--- src/rtl/ir_pkg.sv ---
// ir_pkg: shared FSM state type, microsecond acceptance windows and
// counter widths for the NEC IR frame receiver.
// IR_REPEAT_EN: when defined, the repeat-code state is part of the enum.
package ir_pkg;

    localparam int unsigned US_W   = 14;
    localparam int unsigned BCNT_W = 6;

    localparam logic [US_W-1:0]   US_SAT   = 14'd16383;
    localparam logic [BCNT_W-1:0] LAST_BIT = 6'd31;

    localparam logic [US_W-1:0] LEAD_MARK_MIN  = 14'd8000;
    localparam logic [US_W-1:0] LEAD_MARK_MAX  = 14'd10000;
    localparam logic [US_W-1:0] LEAD_SPACE_MIN = 14'd4000;
    localparam logic [US_W-1:0] LEAD_SPACE_MAX = 14'd5000;
    localparam logic [US_W-1:0] RPT_SPACE_MIN  = 14'd1750;
    localparam logic [US_W-1:0] RPT_SPACE_MAX  = 14'd2750;
    localparam logic [US_W-1:0] MARK_MIN       = 14'd300;
    localparam logic [US_W-1:0] MARK_MAX       = 14'd800;
    localparam logic [US_W-1:0] ZERO_MIN       = 14'd300;
    localparam logic [US_W-1:0] ZERO_MAX       = 14'd800;
    localparam logic [US_W-1:0] ONE_MIN        = 14'd1200;
    localparam logic [US_W-1:0] ONE_MAX        = 14'd2200;

    typedef enum logic [2:0] {
        ST_IDLE,
        ST_LEAD_MARK,
        ST_LEAD_SPACE,
        ST_BIT_MARK,
        ST_BIT_SPACE,
        ST_STOP_MARK
`ifdef IR_REPEAT_EN
        , ST_RPT_MARK
`endif
    } ir_state_e;

    function automatic logic in_win(
        input logic [US_W-1:0] w,
        input logic [US_W-1:0] lo,
        input logic [US_W-1:0] hi
    );
        return (w >= lo) && (w <= hi);
    endfunction

endpackage

--- src/rtl/ir_pulse_timer.sv ---
// ir_pulse_timer: 2-FF synchronizer, edge detect, microsecond prescaler
// and saturating phase-width counter for the IR input.
// Ports: clk, reset (async, active-high), ir_n (raw, low = mark);
// mark_start (falling), mark_end (rising), width_us (width of the phase
// that the current edge ends). Not affected by IR_REPEAT_EN.
module ir_pulse_timer
    import ir_pkg::*;
#(
    parameter int unsigned CLK_HZ = 50_000_000
) (
    input  logic            clk,
    input  logic            reset,
    input  logic            ir_n,
    output logic            mark_start,
    output logic            mark_end,
    output logic [US_W-1:0] width_us
);

    localparam int unsigned DIV = CLK_HZ / 1_000_000;
    localparam int unsigned PW  = (DIV > 1) ? $clog2(DIV) : 1;
    localparam logic [PW-1:0] PRE_LAST = PW'(DIV - 1);

    // [0],[1]: synchronizer; [2]: previous synchronized level
    logic [2:0]      sync_q, sync_d;
    logic [PW-1:0]   pre_q, pre_d;
    logic [US_W-1:0] cnt_q, cnt_d;
    logic            tick;
    logic            any_edge;

    always_comb begin
        sync_d     = {sync_q[1:0], ir_n};
        mark_start = sync_q[2] & ~sync_q[1];
        mark_end   = ~sync_q[2] & sync_q[1];
        any_edge   = mark_start | mark_end;
        tick       = (pre_q == PRE_LAST);
        // Prescaler restarts on each edge so every phase starts a full µs
        pre_d      = (any_edge || tick) ? '0 : pre_q + 1'b1;
        cnt_d      = cnt_q;
        if (any_edge) begin
            cnt_d = '0;
        end else if (tick && (cnt_q != US_SAT)) begin
            cnt_d = cnt_q + 1'b1;
        end
        width_us   = cnt_q;
    end

    always_ff @(posedge clk or posedge reset) begin
        if (reset) begin
            sync_q <= 3'b111;
            pre_q  <= '0;
            cnt_q  <= '0;
        end else begin
            sync_q <= sync_d;
            pre_q  <= pre_d;
            cnt_q  <= cnt_d;
        end
    end

endmodule

--- src/rtl/ir_frame_receiver.sv ---
// ir_frame_receiver: NEC IR frame decoder; validates leader, 32 data bits
// and stop mark, emits the code word with a one-cycle strobe.
// Ports: clk, reset (async, active-high), ir_n (low = mark); code,
// code_valid, repeat_hit, err (one-cycle pulses), busy (FSM not idle).
// IR_REPEAT_EN: enables the repeat-code path; otherwise repeat_hit = 0.
module ir_frame_receiver
    import ir_pkg::*;
#(
    parameter int unsigned CLK_HZ     = 50_000_000,
    parameter int unsigned TIMEOUT_US = 12000
) (
    input  logic        clk,
    input  logic        reset,
    input  logic        ir_n,
    output logic [31:0] code,
    output logic        code_valid,
    output logic        repeat_hit,
    output logic        err,
    output logic        busy
);

    localparam logic [US_W-1:0] TIMEOUT = US_W'(TIMEOUT_US);

    logic            mark_start;
    logic            mark_end;
    logic [US_W-1:0] width_us;

    ir_state_e         state_q, state_d;
    logic [31:0]       shift_q, shift_d;
    logic [31:0]       code_q, code_d;
    logic [BCNT_W-1:0] bcnt_q, bcnt_d;
    logic              valid_q, valid_d;
    logic              err_q, err_d;
`ifdef IR_REPEAT_EN
    logic              have_q, have_d;
    logic              rpt_q, rpt_d;
`endif
    logic              fail;
    logic              mark_ok;
    logic              sp_zero;
    logic              sp_one;
    logic              timed_out;

    ir_pulse_timer #(
        .CLK_HZ (CLK_HZ)
    ) u_timer (
        .clk        (clk),
        .reset      (reset),
        .ir_n       (ir_n),
        .mark_start (mark_start),
        .mark_end   (mark_end),
        .width_us   (width_us)
    );

    always_comb begin
        state_d   = state_q;
        shift_d   = shift_q;
        code_d    = code_q;
        bcnt_d    = bcnt_q;
        valid_d   = 1'b0;
        err_d     = 1'b0;
        fail      = 1'b0;
`ifdef IR_REPEAT_EN
        have_d    = have_q;
        rpt_d     = 1'b0;
`endif
        mark_ok   = in_win(width_us, MARK_MIN, MARK_MAX);
        sp_zero   = in_win(width_us, ZERO_MIN, ZERO_MAX);
        sp_one    = in_win(width_us, ONE_MIN, ONE_MAX);
        // An edge in the same cycle takes precedence over the timeout
        timed_out = (width_us >= TIMEOUT) && !(mark_start || mark_end);

        unique case (state_q)
            ST_IDLE: begin
                if (mark_start) state_d = ST_LEAD_MARK;
            end
            ST_LEAD_MARK: begin
                if (mark_end) begin
                    if (in_win(width_us, LEAD_MARK_MIN, LEAD_MARK_MAX))
                        state_d = ST_LEAD_SPACE;
                    else
                        fail = 1'b1;
                end
            end
            ST_LEAD_SPACE: begin
                if (mark_start) begin
                    if (in_win(width_us, LEAD_SPACE_MIN, LEAD_SPACE_MAX)) begin
                        bcnt_d  = '0;
                        state_d = ST_BIT_MARK;
                    end
`ifdef IR_REPEAT_EN
                    else if (in_win(width_us, RPT_SPACE_MIN, RPT_SPACE_MAX))
                        state_d = ST_RPT_MARK;
`endif
                    else begin
                        fail = 1'b1;
                    end
                end
            end
            ST_BIT_MARK: begin
                if (mark_end) begin
                    if (mark_ok) state_d = ST_BIT_SPACE;
                    else         fail    = 1'b1;
                end
            end
            ST_BIT_SPACE: begin
                if (mark_start) begin
                    if (sp_zero || sp_one) begin
                        shift_d = {shift_q[30:0], sp_one};
                        bcnt_d  = bcnt_q + 1'b1;
                        state_d = (bcnt_q == LAST_BIT) ? ST_STOP_MARK
                                                       : ST_BIT_MARK;
                    end else begin
                        fail = 1'b1;
                    end
                end
            end
            ST_STOP_MARK: begin
                if (mark_end) begin
                    if (mark_ok) begin
                        code_d  = shift_q;
                        valid_d = 1'b1;
`ifdef IR_REPEAT_EN
                        have_d  = 1'b1;
`endif
                        state_d = ST_IDLE;
                    end else begin
                        fail = 1'b1;
                    end
                end
            end
`ifdef IR_REPEAT_EN
            ST_RPT_MARK: begin
                if (mark_end) begin
                    if (mark_ok) begin
                        // A repeat with nothing to repeat is an error
                        rpt_d   = have_q;
                        err_d   = ~have_q;
                        state_d = ST_IDLE;
                    end else begin
                        fail = 1'b1;
                    end
                end
            end
`endif
            default: state_d = ST_IDLE;
        endcase

        if ((state_q != ST_IDLE) && timed_out) fail = 1'b1;
        if (fail) begin
            err_d   = 1'b1;
            state_d = ST_IDLE;
        end
    end

    always_ff @(posedge clk or posedge reset) begin
        if (reset) begin
            state_q <= ST_IDLE;
            shift_q <= '0;
            code_q  <= '0;
            bcnt_q  <= '0;
            valid_q <= 1'b0;
            err_q   <= 1'b0;
`ifdef IR_REPEAT_EN
            have_q  <= 1'b0;
            rpt_q   <= 1'b0;
`endif
        end else begin
            state_q <= state_d;
            shift_q <= shift_d;
            code_q  <= code_d;
            bcnt_q  <= bcnt_d;
            valid_q <= valid_d;
            err_q   <= err_d;
`ifdef IR_REPEAT_EN
            have_q  <= have_d;
            rpt_q   <= rpt_d;
`endif
        end
    end

    assign code       = code_q;
    assign code_valid = valid_q;
    assign err        = err_q;
    assign busy       = (state_q != ST_IDLE);
`ifdef IR_REPEAT_EN
    assign repeat_hit = rpt_q;
`else
    assign repeat_hit = 1'b0;
`endif

endmodule

--- config.mk ---
export PLATFORM = sky130hd
export DESIGN_NAME = ir_frame_receiver
export DESIGN_NICKNAME = d
export VERILOG_FILES = /design/src/rtl/ir_pkg.sv /design/src/rtl/ir_pulse_timer.sv /design/src/rtl/ir_frame_receiver.sv
export SDC_FILE = /design/constraint.sdc
export NUM_CORES = 1
export LEC_CHECK = 0
export BUFFER_PORTS_ARGS = -buffer_cell sky130_fd_sc_hd__clkbuf_2
export CAP_MARGIN = 30
export CORE_MARGIN = 4
export CORE_UTILIZATION = 25
export DETAILED_ROUTE_END_ITERATION = 6
export GPL_TIMING_DRIVEN = 0
export MAX_ROUTING_LAYER = met4
export PLACE_DENSITY = 0.51
export SLEW_MARGIN = 20
export SYNTH_ARGS = -nofsm -noshare
export SYNTH_HDL_FRONTEND = slang
export SYNTH_SLANG_ARGS = --single-unit
--- constraint.sdc ---
create_clock -name clk -period 6.42 [get_ports clk]
set_clock_uncertainty 0.1 [all_clocks]
set_input_delay 1.284 -clock clk [delete_from_list [all_inputs] [get_ports clk]]
set_output_delay 1.284 -clock clk [all_outputs]
set_load 0.05 [all_outputs]
==> summary.md <==
| Metric | Value |
|---|---|
| Final critical-path required period | 2.99 ns |
| Leading cell types in the layout, fill and taps excluded | nand2_1, dfrtp_1, clkbuf_2 |
| Die boundary width | 143 um |
| Mean Syn Cell Area | 10.3 um^2 |
| Violation count after the first detailed-routing iteration | 172 |
| Routed wire length per instance | 12.8 um |
| Setup repair after global routing missed its margin | false |
| Area growth syn-to-layout | 17.9% |
| Combinational Power Share | 0.135 |
| CTS tree | built |
| First drt pass iteration count | 4 |
| Number of I/O pins | 39 |
| Placement Rows | 49 |
| Fraction of layout instances using a drive strength above 1 | 0.215 |
| Count of synthesis-stage warnings from yosys | 0 |
| Port Buf Inserts | 37 |
| Clock network fraction of total power | 0.402 |
| Worst Path Max Fanout | 10 |
| Post-synth ARST share | 1.00 |
| Max-slew violation count | 0 |
| Category of the worst setup path launch point | flop |
| Worst setup margin | 3.43 ns |
| Vias per cell | 4.52 |
| Number of standard cells in the layout, taps in and fillers out | 727 |
| Starting density of the core | 0.253 |
| Net count after synthesis | 454 |
| Placer congestion estimate | 0.903 |
| Nets | 503 |
| Largest vdd supply drop | 0.000161 V |
| Initial antenna violation count | 0 |
| Post-synth EDFFs | 0 |
| Setup total negative slack | 0 ns |
| Cell Pwr Density | 260 nW/um^2 |
| CP startpoint | state_q[1]$_DFFE_PP0P_ |
| Minimum hold slack | 0.257 ns |
| Cts bufs inserted | 9 |
| Distinct cell type count after synthesis | 58 |
| Worst setup path class | flop to output pin |
| Post-CTS Setup Repair Bufs | 0 |
| Count of max-cap constraint violations | 0 |
| Number of placed instances, taps included | 711 |
| Run status | completed |
| Clk root buf | clkbuf_16 |
| Register share of total power | 0.463 |
| Most frequent standard cell in the layout excluding fill and tap cells | nand2_1 |
| Clock input transition at the sequential cells of the worst setup and hold paths | 0.07 ns |
| Multi-input gate area | 1910 um^2 |
| Worst slew margin | 0.438 |
| Detailed-route via count | 3,288 |
| Worst slew pin tran | 0.838 ns |
| Sequential Area | 2460 um^2 |
| Final number of setup-violating endpoints | 0 |
| Final ANT Viol Nets | 0 |
| Drt total wl | 9.28 mm |
| Number of buffers on the longest clock path | 2 |
| Later-pin clock latency in the skew report | 0.35 ns |
| Sum of overflow across all layers after global routing | 0 |
| Post-synthesis cell count | 444 |
| Wire length of the first global-routing pass | 16.4 mm |
| Clock Sink Count | 98 |
| H-Tree Level Count | 3 |
| Synth Flop Type | dfrtp_1 |
| Sum of net half-perimeters after detailed placement | 6.53 mm |
| Via count of the first global-routing pass | 3,243 |
| Leakage power | 0.00261 uW |
| Beginning of the worst hold path | u_timer.sync_q[0]$_DFF_PP1_ |
| Core area | 18,000 um^2 |
| Layout fillers | 1,875 |
| Final Hold Vio Count | 0 |
| Fraction of power spent switching nets | 0.280 |
| DRC errors left | 0 |
| Antenna cells | 0 |
| Worst endpoint data arrival time | 1.61 ns |
| Area of the die | 20,400 um^2 |
| Final Cycle Share | 0.466 |
| Number of buffers inserted for hold repair after clock tree synthesis | 0 |
| Critical Path Sink Type | output pin |
| Maximum number of pins on one net before global-route repair | 82 |
| Flip-flop and latch count after synthesis | 98 |
| WP data required | 5.04 ns |
| Portion of the post-synthesis area used by sequential elements | 0.539 |
| Worst setup slack after placement | 3.50 ns |
| Synth Cell Area | 4550 um^2 |
| FMAX | 0.334 GHz |
| Chip height | 143 um |
| Net load switching power | 391 uW |
| Type of the tightest min-delay check | flop to flop |
| R2r startpoint | u_timer.width_us[0]$_DFFE_PP0P_ |
| Internal power of the cells | 1000 uW |
| Count of cells resized by post-cts repair | 0 |
| Total GRT Usage | 0.101 |
[kinds of logic (layout without fill, tap and decap cells)]
logic type | count (synthesis) | in the layout | synth area share
flops | 98 | 98 | 0.539
mux | 34 | 34 | 0.0835
other cells | 1 | 1 | 0.000824
buf+inv | 39 | 93 | 0.0409
xor+xnor | 16 | 16 | 0.0308
simple gates | 199 | 199 | 0.207
compound gates | 50 | 50 | 0.0786
fa+ha+maj | 7 | 7 | 0.0192
[worst paths after layout]
path	cells after the start	slack (ns)	to
setup / recovery	4	3.43	busy
hold / removal	0	0.26	u_timer.sync_q[1]$_DFF_PP1_
setup reg to reg	8	3.50	code[21]$_DFFE_PP0P_
hold reg to reg	0	0.26	u_timer.sync_q[1]$_DFF_PP1_
max in group asynchronous	3	4.83	shift_q[2]$_DFFE_PP0P_
min in group asynchronous	2	0.75	u_timer.pre_q[1]$_DFF_PP0_
[critical path: stages, from the launching register on]
cell and delay (ns):
dfrtp_1 0.36, clkbuf_1 0.36, nor2_1 0.10, nand2_1 0.14, clkbuf_2 0.30
[state kept, by name, indices dropped and copies added, names as in the netlist]
signal,cells
bcnt_q,6
u_timer.sync_q,3
shift_q,32
state_q,3
code,32
u_timer.width_us,14
u_timer.pre_q,6
err,1
code_valid,1
[power by group through the flow]
stage / clock network (uW) / logic (uW) / registers, uW
after detailed placement: 0 / 190 / 657
after global placement: 0 / 182 / 657
after CTS: 584 / 190 / 645
final: 560 / 189 / 646
after floorplan: 0 / 137 / 663
after global routing: 609 / 212 / 647
[area by class of cell]
cell class | instances | share of cell area
buffer | 27 | 0.0263
clock buffer | 9 | 0.0420
clock inverter | 7 | 0.0156
inverter | 12 | 0.00933
multi-input combinational | 307 | 0.356
sequential | 98 | 0.458
tap | 229 | 0.0534
timing repair buffer | 38 | 0.0396
[metrics by stage]
step / total power [uW] / cell area (um^2) / util
floorplan: 800 / 4550 / -
global placement: 839 / 5020 / 0.280
detailed placement: 847 / 5060 / 0.282
CTS: 1420 / 5370 / 0.299
global route: 1470 / 5370 / 0.299
finish: 1390 / 5370 / 0.299
[synthesized netlist by cell type (4+ instances only)]
cell	n	share of area
xor2_1	6	0.012
buf_6	4	0.0099
inv_1	12	0.0099
ha_1	7	0.019
or3_1	5	0.0069
a31oi_1	6	0.0082
nor2b_1	4	0.0055
and2_1	9	0.012
and3_1	4	0.0055
mux2_2	32	0.079
nor4_1	4	0.0055
nand3_1	11	0.012
nand4_1	8	0.011
o21ai_0	7	0.0077
buf_2	5	0.0055
a21oi_1	8	0.0088
dfrtp_1	95	0.52
nor2_1	17	0.014
nor3_1	8	0.0088
clkbuf_1	16	0.013
nand2_1	110	0.091
xnor2_1	10	0.019
a21boi_0	4	0.0066
[routing by layer]
layer / global-route usage / routed length, um
met1: 0.134 / 4490
met2: 0.151 / 4280
met3: 0.0285 / 372
met4: 0.0300 / 133
met5: - / 0
Power figures use the tool's default switching activity.
